==> src/rtl/matrix_host_pkg.sv <==
// -----------------------------------------------------------------------------
// matrix_host_pkg
//
// Shared definitions for the host-side sequencer of the 2x2 BRAM matrix
// multiplier.
//
// Contents:
//   state_t            - sequencer states (LOAD, RUN, RD_ADDR, RD_CAP, OUT)
//   X_BASE_DEF         - default first BRAM address of operand X
//   Y_BASE_DEF         - default first BRAM address of operand Y
//   OUT_BASE_DEF       - default first BRAM address of the result
//   WORDS_PER_MATRIX   - words in one 2x2 matrix (row-major)
//   OPERAND_WORDS      - words streamed in per batch (X then Y)
//   TIMER_W            - width of the compute-window timer
//   last_operand_word  - true for the index of the final operand word
// -----------------------------------------------------------------------------
package matrix_host_pkg;

  // Sequencer states.
  // RD_ADDR issues the port-B read. RD_CAP waits out the one-cycle BRAM
  // latency and captures the word. OUT presents the word downstream.
  typedef enum logic [2:0] {
    LOAD    = 3'd0,
    RUN     = 3'd1,
    RD_ADDR = 3'd2,
    RD_CAP  = 3'd3,
    OUT     = 3'd4
  } state_t;

  localparam int X_BASE_DEF       = 0;
  localparam int Y_BASE_DEF       = 4;
  localparam int OUT_BASE_DEF     = 8;
  localparam int WORDS_PER_MATRIX = 4;
  localparam int OPERAND_WORDS    = 2 * WORDS_PER_MATRIX;
  localparam int TIMER_W          = 16;

  // The write counter is 3 bits wide and counts operand words 0..7.
  // This flags the word that completes the Y operand.
  function automatic logic last_operand_word(input logic [2:0] idx);
    return idx == 3'(OPERAND_WORDS - 1);
  endfunction

endpackage : matrix_host_pkg

==> src/rtl/matrix_bram_host_down_counter.sv <==
// -----------------------------------------------------------------------------
// down_counter
//
// Loadable down-counter that times the multiplier compute window. It stops
// at zero instead of wrapping. is_one tells the caller that the current cycle
// is the last cycle of the window.
//
// Ports:
//   clk       in   sole clock, posedge
//   rst       in   synchronous active-high reset, clears the count
//   load      in   load load_val this cycle (takes priority over en)
//   load_val  in   WIDTH-bit value to load
//   en        in   decrement this cycle (ignored at zero)
//   is_one    out  count currently equals 1
// -----------------------------------------------------------------------------
module down_counter #(
  parameter int WIDTH = 16
) (
  input  logic             clk,
  input  logic             rst,
  input  logic             load,
  input  logic [WIDTH-1:0] load_val,
  input  logic             en,
  output logic             is_one
);

  logic [WIDTH-1:0] count;

  // A load wins over a decrement. The counter stays at zero so that a
  // stray enable after expiry cannot wrap it back to the maximum value.
  always_ff @(posedge clk) begin
    if (rst) begin
      count <= '0;
    end else if (load) begin
      count <= load_val;
    end else if (en && (count != '0)) begin
      count <= count - WIDTH'(1);
    end
  end

  assign is_one = (count == WIDTH'(1));

endmodule : down_counter

==> src/rtl/matrix_bram_host.sv <==
// -----------------------------------------------------------------------------
// matrix_bram_host
//
// Host-side sequencer for the 2x2 BRAM matrix multiplier.
//  1. Accepts 8 operand words (X00 X01 X10 X11 Y00 Y01 Y10 Y11) on a
//     valid/ready stream and writes them through BRAM port B.
//  2. Releases the multiplier from reset for WAIT_CYCLES cycles.
//  3. Reads the 4 result words back and presents them on a valid/ready
//     output stream.
// The multiplier owns BRAM port A. This block only ever drives port B.
//
// Ports:
//   clk         in   sole clock, posedge
//   rst         in   synchronous active-high reset
//   s_data      in   operand word
//   s_valid     in   operand word valid
//   s_ready     out  operand accepted when s_valid & s_ready
//   m_data      out  result word (registered, stable while m_valid)
//   m_valid     out  result word valid
//   m_ready     in   result consumer ready
//   mm_rst      out  multiplier reset, high = multiplier held idle
//   batch_done  out  one-cycle strobe on the 4th result handshake
//   BRAM_addr   out  port-B address
//   BRAM_clk    out  port-B clock (= clk)
//   BRAM_din    out  port-B write data
//   BRAM_dout   in   port-B read data, one-cycle registered latency
//   BRAM_en     out  port-B enable
//   BRAM_we     out  port-B write enable
// -----------------------------------------------------------------------------
module matrix_bram_host
  import matrix_host_pkg::*;
#(
  parameter int ADDR_W      = 13,
  parameter int DATA_W      = 32,
  parameter int X_BASE      = X_BASE_DEF,
  parameter int Y_BASE      = Y_BASE_DEF,
  parameter int OUT_BASE    = OUT_BASE_DEF,
  parameter int WAIT_CYCLES = 64
) (
  input  logic              clk,
  input  logic              rst,
  input  logic [DATA_W-1:0] s_data,
  input  logic              s_valid,
  output logic              s_ready,
  output logic [DATA_W-1:0] m_data,
  output logic              m_valid,
  input  logic              m_ready,
  output logic              mm_rst,
  output logic              batch_done,
  output logic [ADDR_W-1:0] BRAM_addr,
  output logic              BRAM_clk,
  output logic [DATA_W-1:0] BRAM_din,
  input  logic [DATA_W-1:0] BRAM_dout,
  output logic              BRAM_en,
  output logic              BRAM_we
);

  // Base addresses reduced to the BRAM address width, so all address
  // arithmetic below wraps modulo 2^ADDR_W.
  localparam logic [ADDR_W-1:0]  X_ADDR   = ADDR_W'(X_BASE);
  localparam logic [ADDR_W-1:0]  Y_ADDR   = ADDR_W'(Y_BASE);
  localparam logic [ADDR_W-1:0]  OUT_ADDR = ADDR_W'(OUT_BASE);
  localparam logic [TIMER_W-1:0] WAIT_VAL = TIMER_W'(WAIT_CYCLES);
  localparam logic [1:0]         LAST_RD  = 2'(WORDS_PER_MATRIX - 1);

  state_t            state;
  logic [2:0]        wcnt;
  logic [1:0]        rcnt;
  logic              load_hs;
  logic              out_hs;
  logic              timer_load;
  logic              timer_one;
  logic [ADDR_W-1:0] wr_addr;
  logic [ADDR_W-1:0] rd_addr;
  logic [ADDR_W-1:0] addr_q;
  logic [DATA_W-1:0] din_q;

  assign BRAM_clk = clk;

  // Operand acceptance is combinational so that the load runs at one word
  // per cycle. Gating with rst keeps s_ready low, and blocks any port-B
  // write, during the reset cycle itself.
  assign s_ready = (state == LOAD) && !rst;
  assign load_hs = s_ready && s_valid;
  assign out_hs  = (state == OUT) && m_ready && !rst;

  // Write counter 0..3 lands in X and 4..7 lands in Y. Bit 2 picks the
  // matrix and the low two bits give the row-major offset within it.
  assign wr_addr = wcnt[2] ? (Y_ADDR + ADDR_W'(wcnt[1:0]))
                           : (X_ADDR + ADDR_W'(wcnt[1:0]));
  assign rd_addr = OUT_ADDR + ADDR_W'(rcnt);

  // Port-B strobes. A write happens in a LOAD handshake cycle. A read
  // happens in every RD_ADDR cycle. The port is idle otherwise.
  always_comb begin
    BRAM_en = 1'b0;
    BRAM_we = 1'b0;
    if (load_hs) begin
      BRAM_en = 1'b1;
      BRAM_we = 1'b1;
    end else if ((state == RD_ADDR) && !rst) begin
      BRAM_en = 1'b1;
    end
  end

  // Address and write data follow the active access. When the port is
  // idle they hold the last driven value, which keeps the bus quiet.
  always_comb begin
    BRAM_addr = addr_q;
    BRAM_din  = din_q;
    if (load_hs) begin
      BRAM_addr = wr_addr;
      BRAM_din  = s_data;
    end else if ((state == RD_ADDR) && !rst) begin
      BRAM_addr = rd_addr;
    end
  end

  // Register the driven address and data so that the idle cycles can
  // repeat them.
  always_ff @(posedge clk) begin
    if (rst) begin
      addr_q <= '0;
      din_q  <= '0;
    end else begin
      addr_q <= BRAM_addr;
      din_q  <= BRAM_din;
    end
  end

  // The strobe fires in the cycle of the final result handshake, so s_ready
  // comes back one cycle later, when the FSM has returned to LOAD.
  assign batch_done = out_hs && (rcnt == LAST_RD);

  // The compute-window timer is loaded on the last operand handshake, so it
  // already holds WAIT_CYCLES in the first RUN cycle. RUN therefore lasts
  // exactly WAIT_CYCLES cycles: the timer reads WAIT_CYCLES down to 1.
  assign timer_load = load_hs && last_operand_word(wcnt);

  down_counter #(
    .WIDTH (TIMER_W)
  ) u_timer (
    .clk      (clk),
    .rst      (rst),
    .load     (timer_load),
    .load_val (WAIT_VAL),
    .en       (state == RUN),
    .is_one   (timer_one)
  );

  // Main sequencer. mm_rst, m_valid and m_data are registered here.
  // - mm_rst drops on the transition into RUN and rises on the way out.
  // - m_valid is set on the way into OUT and cleared by the handshake.
  // Because of this, m_valid is high exactly while the FSM sits in OUT.
  always_ff @(posedge clk) begin
    if (rst) begin
      state   <= LOAD;
      wcnt    <= '0;
      rcnt    <= '0;
      mm_rst  <= 1'b1;
      m_valid <= 1'b0;
      m_data  <= '0;
    end else begin
      case (state)
        LOAD: begin
          if (load_hs) begin
            // wcnt wraps 7 -> 0, which clears it for the next batch.
            wcnt <= wcnt + 3'd1;
            if (last_operand_word(wcnt)) begin
              state  <= RUN;
              mm_rst <= 1'b0;
            end
          end
        end
        RUN: begin
          if (timer_one) begin
            state  <= RD_ADDR;
            rcnt   <= '0;
            mm_rst <= 1'b1;
          end
        end
        RD_ADDR: begin
          state <= RD_CAP;
        end
        RD_CAP: begin
          // The read data becomes visible one cycle after the address.
          m_data  <= BRAM_dout;
          m_valid <= 1'b1;
          state   <= OUT;
        end
        OUT: begin
          if (m_ready) begin
            m_valid <= 1'b0;
            if (rcnt == LAST_RD) begin
              state <= LOAD;
            end else begin
              rcnt  <= rcnt + 2'd1;
              state <= RD_ADDR;
            end
          end
        end
        default: begin
          state  <= LOAD;
          mm_rst <= 1'b1;
        end
      endcase
    end
  end

endmodule : matrix_bram_host

==> config.mk <==
export PLATFORM = sky130hd
export DESIGN_NAME = matrix_bram_host
export DESIGN_NICKNAME = d
export VERILOG_FILES = /design/src/rtl/matrix_host_pkg.sv /design/src/rtl/matrix_bram_host_down_counter.sv /design/src/rtl/matrix_bram_host.sv
export SDC_FILE = /design/constraint.sdc
export NUM_CORES = 1
export LEC_CHECK = 0
export CAP_MARGIN = 20
export CORE_ASPECT_RATIO = 0.6
export CORE_MARGIN = 1.5
export CORE_UTILIZATION = 35
export DETAILED_ROUTE_END_ITERATION = 10
export PLACE_DENSITY_LB_ADDON = 0.1
export SKIP_CTS_REPAIR_TIMING = 1
export SLEW_MARGIN = 20
export SYNTH_ARGS = -nofsm -noshare
export SYNTH_HDL_FRONTEND = slang
export SYNTH_SLANG_ARGS = --single-unit
==> constraint.sdc <==
create_clock -name clk -period 4.7 [get_ports clk]
set_input_delay 0.705 -clock clk [delete_from_list [all_inputs] [get_ports clk]]
set_output_delay 0.705 -clock clk [all_outputs]
set_load 0.01 [all_outputs]
== Word-level counts from Yosys, hierarchy flattened ==
Cells that the tools add are included.

* Register bits after elaboration: 103
* Bits of input ports: 68
* Output and inout port bits: 84

* Reduce and logical (&&, ||, !) cells: 21
* Bitwise logic cells: 1
* $add $sub $neg: 5
* Multiplexer cells: 25
* Equality and inequality tests: 12

{| class="wikitable"
|+ Operator list
! operator !! number
|-
| $mux 32 || 1
|-
| $mux 13 || 2
|-
| $eq 16x1->1 const B || 1
|-
| $reduce_bool 16->1 || 1
|-
| $sub 16x1->16 const B || 1
|-
| $pmux 3 s5 || 1
|-
| $mux 7 || 2
|-
| $mux 3 || 4
|-
| $reduce_and 4->1 || 3
|-
| $logic_and 1x1->1 || 8
|-
| $mux 2 || 4
|-
| $ne 2x2->1 const B || 4
|-
| $mux 1 || 7
|-
| $eq 3x2->1 const B || 2
|-
| $eq 3x3->1 const B || 2
|-
| $reduce_bool 2->1 || 3
|-
| $add 4x2->5 const A || 1
|-
| $add 3x2->4 const A || 1
|-
| $mux 4 || 1
|-
| $pmux 2 s2 || 1
|-
| $reduce_and 2->1 || 2
|-
| $add 3x1->3 const B || 1
|-
| $eq 3x1->1 const B || 1
|-
| $logic_not 3->1 || 1
|-
| 9 further kinds || 9
|}

== Depth between registers and ports, before layout ==
* Depth in word-level cells: 5
* Depth in mapped cells: 8
* Depth with buffers taken out: 6

== Hierarchy ==
From an unflattened synthesis, not the netlist that was laid out.

* Cell total of the unflattened synthesis: 494
* Area, all modules: 4,549.4 um^2

{| class="wikitable"
|+ Modules (own cells, without submodules)
! module !! instances !! area each (um^2) !! cells an instance
|-
| matrix_bram_host || 1 || 3,529.6 || 370
|-
| down_counter || 1 || 1,019.7 || 124
|}

==> results by group <==
Setup path
  • FF-to-FF End: u_timer.count[6]
  • Data arrival at the endpoint of the critical path: around 3000 ps
  • CP peak stage delay: between 400 and 500 ps
  • Cell chain of the critical path: clkbuf_16 -> clkbuf_16 -> clkdlybuf4s50_1
  • Category of the worst setup path capture point: output port
  • Length in cells of the worst reg-to-reg path: 4
  • Category of the most critical setup path: clock port to output port
  • Data required time of the critical path: around 4000 ps
  • Crit Path Max Fanout: 2
  • Slowest stage cell, crit path: clkdlybuf4s50_1
  • Critical Path Start: clk
  • Crit path launch type: clock port
  • Slack of the worst reg-to-reg path: about 2500 ps
  • Worst Setup EP: BRAM_clk
  • Worst path most repeated cell: clkbuf_16
  • Worst r2r src: state[0]

Power
  • Total power draw: roughly 2.1 mW
  • Switching share of power: between 15 and 20%
  • Internal power component: roughly 1.7 mW
  • Switching power: approximately 0.42 mW
  • PD cells: around 340 nW/µm²
  • Worst-case vdd ir drop: slightly above 0.2 mV
  • Cell leakage power: approximately 2.4 nW
  • Clock power frac: 49.1%
  • Portion of total power attributed to sequential cells: roughly 42%
  • Part of the total power dissipated in combinational logic: just under 9%

Clock network
  • Clk Latency, worst-skew pair: ~450 ps
  • Register clock-pin slew on the reported worst setup and hold paths: approximately 70 ps
  • TritonCTS clock tree: done

Die
  • Initial Utilization: between 30% and 40%
  • Io pins: between 150 and 200
  • Die boundary width: between 100 and 150 µm
  • Placeable core region: about 12,000 µm²
  • Die ar.: about 13,000 µm²
  • Num rows: 30
  • Chip height: between 80 and 90 µm

STA
  • Worst Clk Skew: 7.878 ps
  • Final number of hold-violating endpoints: 0
  • Worst hold-check slack: roughly 450 ps
  • Setup repair after global routing missed its margin: false
  • Sum of negative setup slack: 0 ps
  • Relative slew margins: about two fifths
  • Final Max Slew Viols: 0
  • Number of failing setup endpoints in the final timing report: 0
  • Transition time of the tightest slew-check pin: about 880 ps

Cells and area
  • Total of fill cells in the finished design: 1,066
  • Final core utilization: a little over half
  • Most frequent cells in the layout: clkdlybuf4s50_1 (150), dfxtp_1 (103), nand2_1 (82)
  • Leading cell type in the layout, fill and taps excluded: clkdlybuf4s50_1
  • Combined flip-flop and latch cell area: 2062 µm²
  • Layout cell share with drive strength beyond 1: around 10%
  • Count of inserted antenna diode cells: 0
  • Footprint of the multi-input gates: 2029 µm²
  • Area grow syn2layout: 47.88%
  • Net total in the final layout: 683
  • Final design area excluding fillers: ~6300 µm²

Placed design
  • Final RePlAce weighted congestion: roughly 0.85
  • Port bufs: 151
  • Post-place instance area: around 6000 µm²
  • Hpwl dp: between 7000 and 8000 µm

GRT
  • Global-route wire length before repair: 17,910 µm
  • Initial antenna violation count: 0
  • Number of global-route vias before repair: around 3,600
  • Total GRT Usage: roughly 17%
  • Pin count of the biggest net entering global routing: 48
  • Overflow after GRT: 0

Detailed routing
  • Top layer reached by signal wires: met4
  • Amount of wire on met3 after detailed routing: between 1000 and 1500 µm
  • Total length of routed met2 wires: ~4400 µm
  • Vias after detailed routing: between 3,000 and 4,000
  • Detailed-route wire length on metal 1: between 5000 and 6000 µm
  • Post-detailed-route count of antenna-violating nets: 0
  • Final wirelength: 10,830 µm
  • Number of DRC markers after the initial detailed-route iteration: 216
  • DRC: 0
  • Average wire per cell in the routed design: about 14 µm
  • Number of optimization iterations in the first detailed-route pass: 4
  • Routed vias/inst: 4.884

Yosys
  • Syn Std Cell Area: between 4000 and 5000 µm²
  • Register bit total from synthesis: approximately 100
  • Post-Synthesis Mean Instance Area: ~9.0 µm²
  • Sequential cell area fraction in the yosys report: 48.44%
  • Count of flip-flops with a built-in enable after synthesis: 0
  • Dominant register cell in the synthesized netlist: dfxtp_1
  • Ys async rst share: 0%
  • Synth warn: 0
  • Synth cell types: between 40 and 50
  • Net count after synthesis: around 550
  • Number of standard cells after synthesis: ~470

Status
  • Outcome: complete, no violations

Job
  • Max_cap viols: 0

Worst hold path
  • HP Class: flop to flop
==> critical path: cells and delay by family <==
family                 cells  cell delay (ps)
buffers and inverters      3              720
==> state kept, by name, indices dropped and copies added, names as in the netlist <==
| name | cells |
|---|---|
| mm_rst | 1 |
| m_valid | 1 |
| state | 3 |
| u_timer.count | 16 |
| wcnt | 3 |
| m_data | 32 |
| rcnt | 2 |
| addr_q | 13 |
| din_q | 32 |
==> per-layer routing <==
metal | up-vias | global-route usage, %
li1 | 1920 | -
met1 | 1688 | 23.01
met2 | 163 | 25.11
met3 | 14 | 8.402
met4 | 0 | 4.731
met5 | - | 0
==> synth_stat cells (2+ instances only) <==
cell type / instances / area, µm²
dfxtp_1: 103 / 2062
nand2_1: 83 / 311.6
a21oi_1: 53 / 265.3
and2_1: 43 / 269.0
mux2_2: 32 / 360.4
clkbuf_1: 25 / 93.84
o21ai_0: 12 / 60.06
nor2_1: 11 / 41.29
inv_1: 10 / 37.54
or4_1: 10 / 75.07
and3_1: 9 / 56.30
nor4_1: 8 / 50.05
or3_1: 8 / 50.05
buf_2: 6 / 30.03
o31ai_1: 6 / 45.04
ha_1: 5 / 62.56
nor3_1: 5 / 25.02
a211oi_1: 3 / 22.52
a31oi_1: 3 / 18.77
nand2b_1: 3 / 18.77
nand3_1: 3 / 15.01
nand4_1: 3 / 18.77
nor3b_1: 3 / 22.52
or4b_1: 3 / 30.03
a211o_1: 2 / 17.52
mux2i_1: 2 / 20.02
nor4_2: 2 / 25.02
o41ai_1: 2 / 17.52
==> worst min-delay path by stage <==
stage,from,endpoint,slack [ps],cells after the start
floorplan,addr_q[10],addr_q[10],450,1
global placement,m_data[19],m_data[19],440,2
detailed placement,m_data[3],m_data[3],450,2
CTS,m_data[3],m_data[3],450,2
global route,m_data[16],m_data[16],470,2
finish,m_data[3],m_data[3],450,2
==> stage by stage <==
| step | setup slack, ps | instances |
|---|---|---|
| after floorplan | 1526 | 474 |
| after detailed placement | 1196 | 756 |
| after global placement | 1196 | 756 |
| after CTS | 928.4 | 775 |
| final | 933.5 | 775 |
| after global routing | 928.6 | 775 |
==> power by group through the flow <==
stage	combinational, mW	clock, mW	sequential (mW)
6_report	0.187	1.04	0.893
5_1_grt	0.205	1.10	0.894
4_1_cts	0.190	1.07	0.893
3_5_place_dp	0.189	0.0216	0.913
3_3_place_gp	0.189	0.0216	0.913
2_1_floorplan	0.0753	0.0175	0.911
==> kinds of logic after synthesis <==
logic type               share of synthesized area [%]
adder cells (fa/ha/maj)                          1.470
multiplexers                                     8.936
XOR/XNOR                                        0.2058
buffers and inverters                            3.968
AO/OA/AOI/OAI                                    11.64
AND/OR/NAND/NOR                                  25.34
flip-flops                                       48.44
==> area by class of cell <==
type,count,area share [%]
Clock buffer,15,5.049
Clock inverter,5,2.047
Inverter,10,0.5963
Multi-Input combinational cell,329,32.24
Sequential cell,103,32.76
Tap cell,160,3.180
Timing Repair Buffer,153,24.13
No activity file was read; power rests on OpenSTA's default activity.
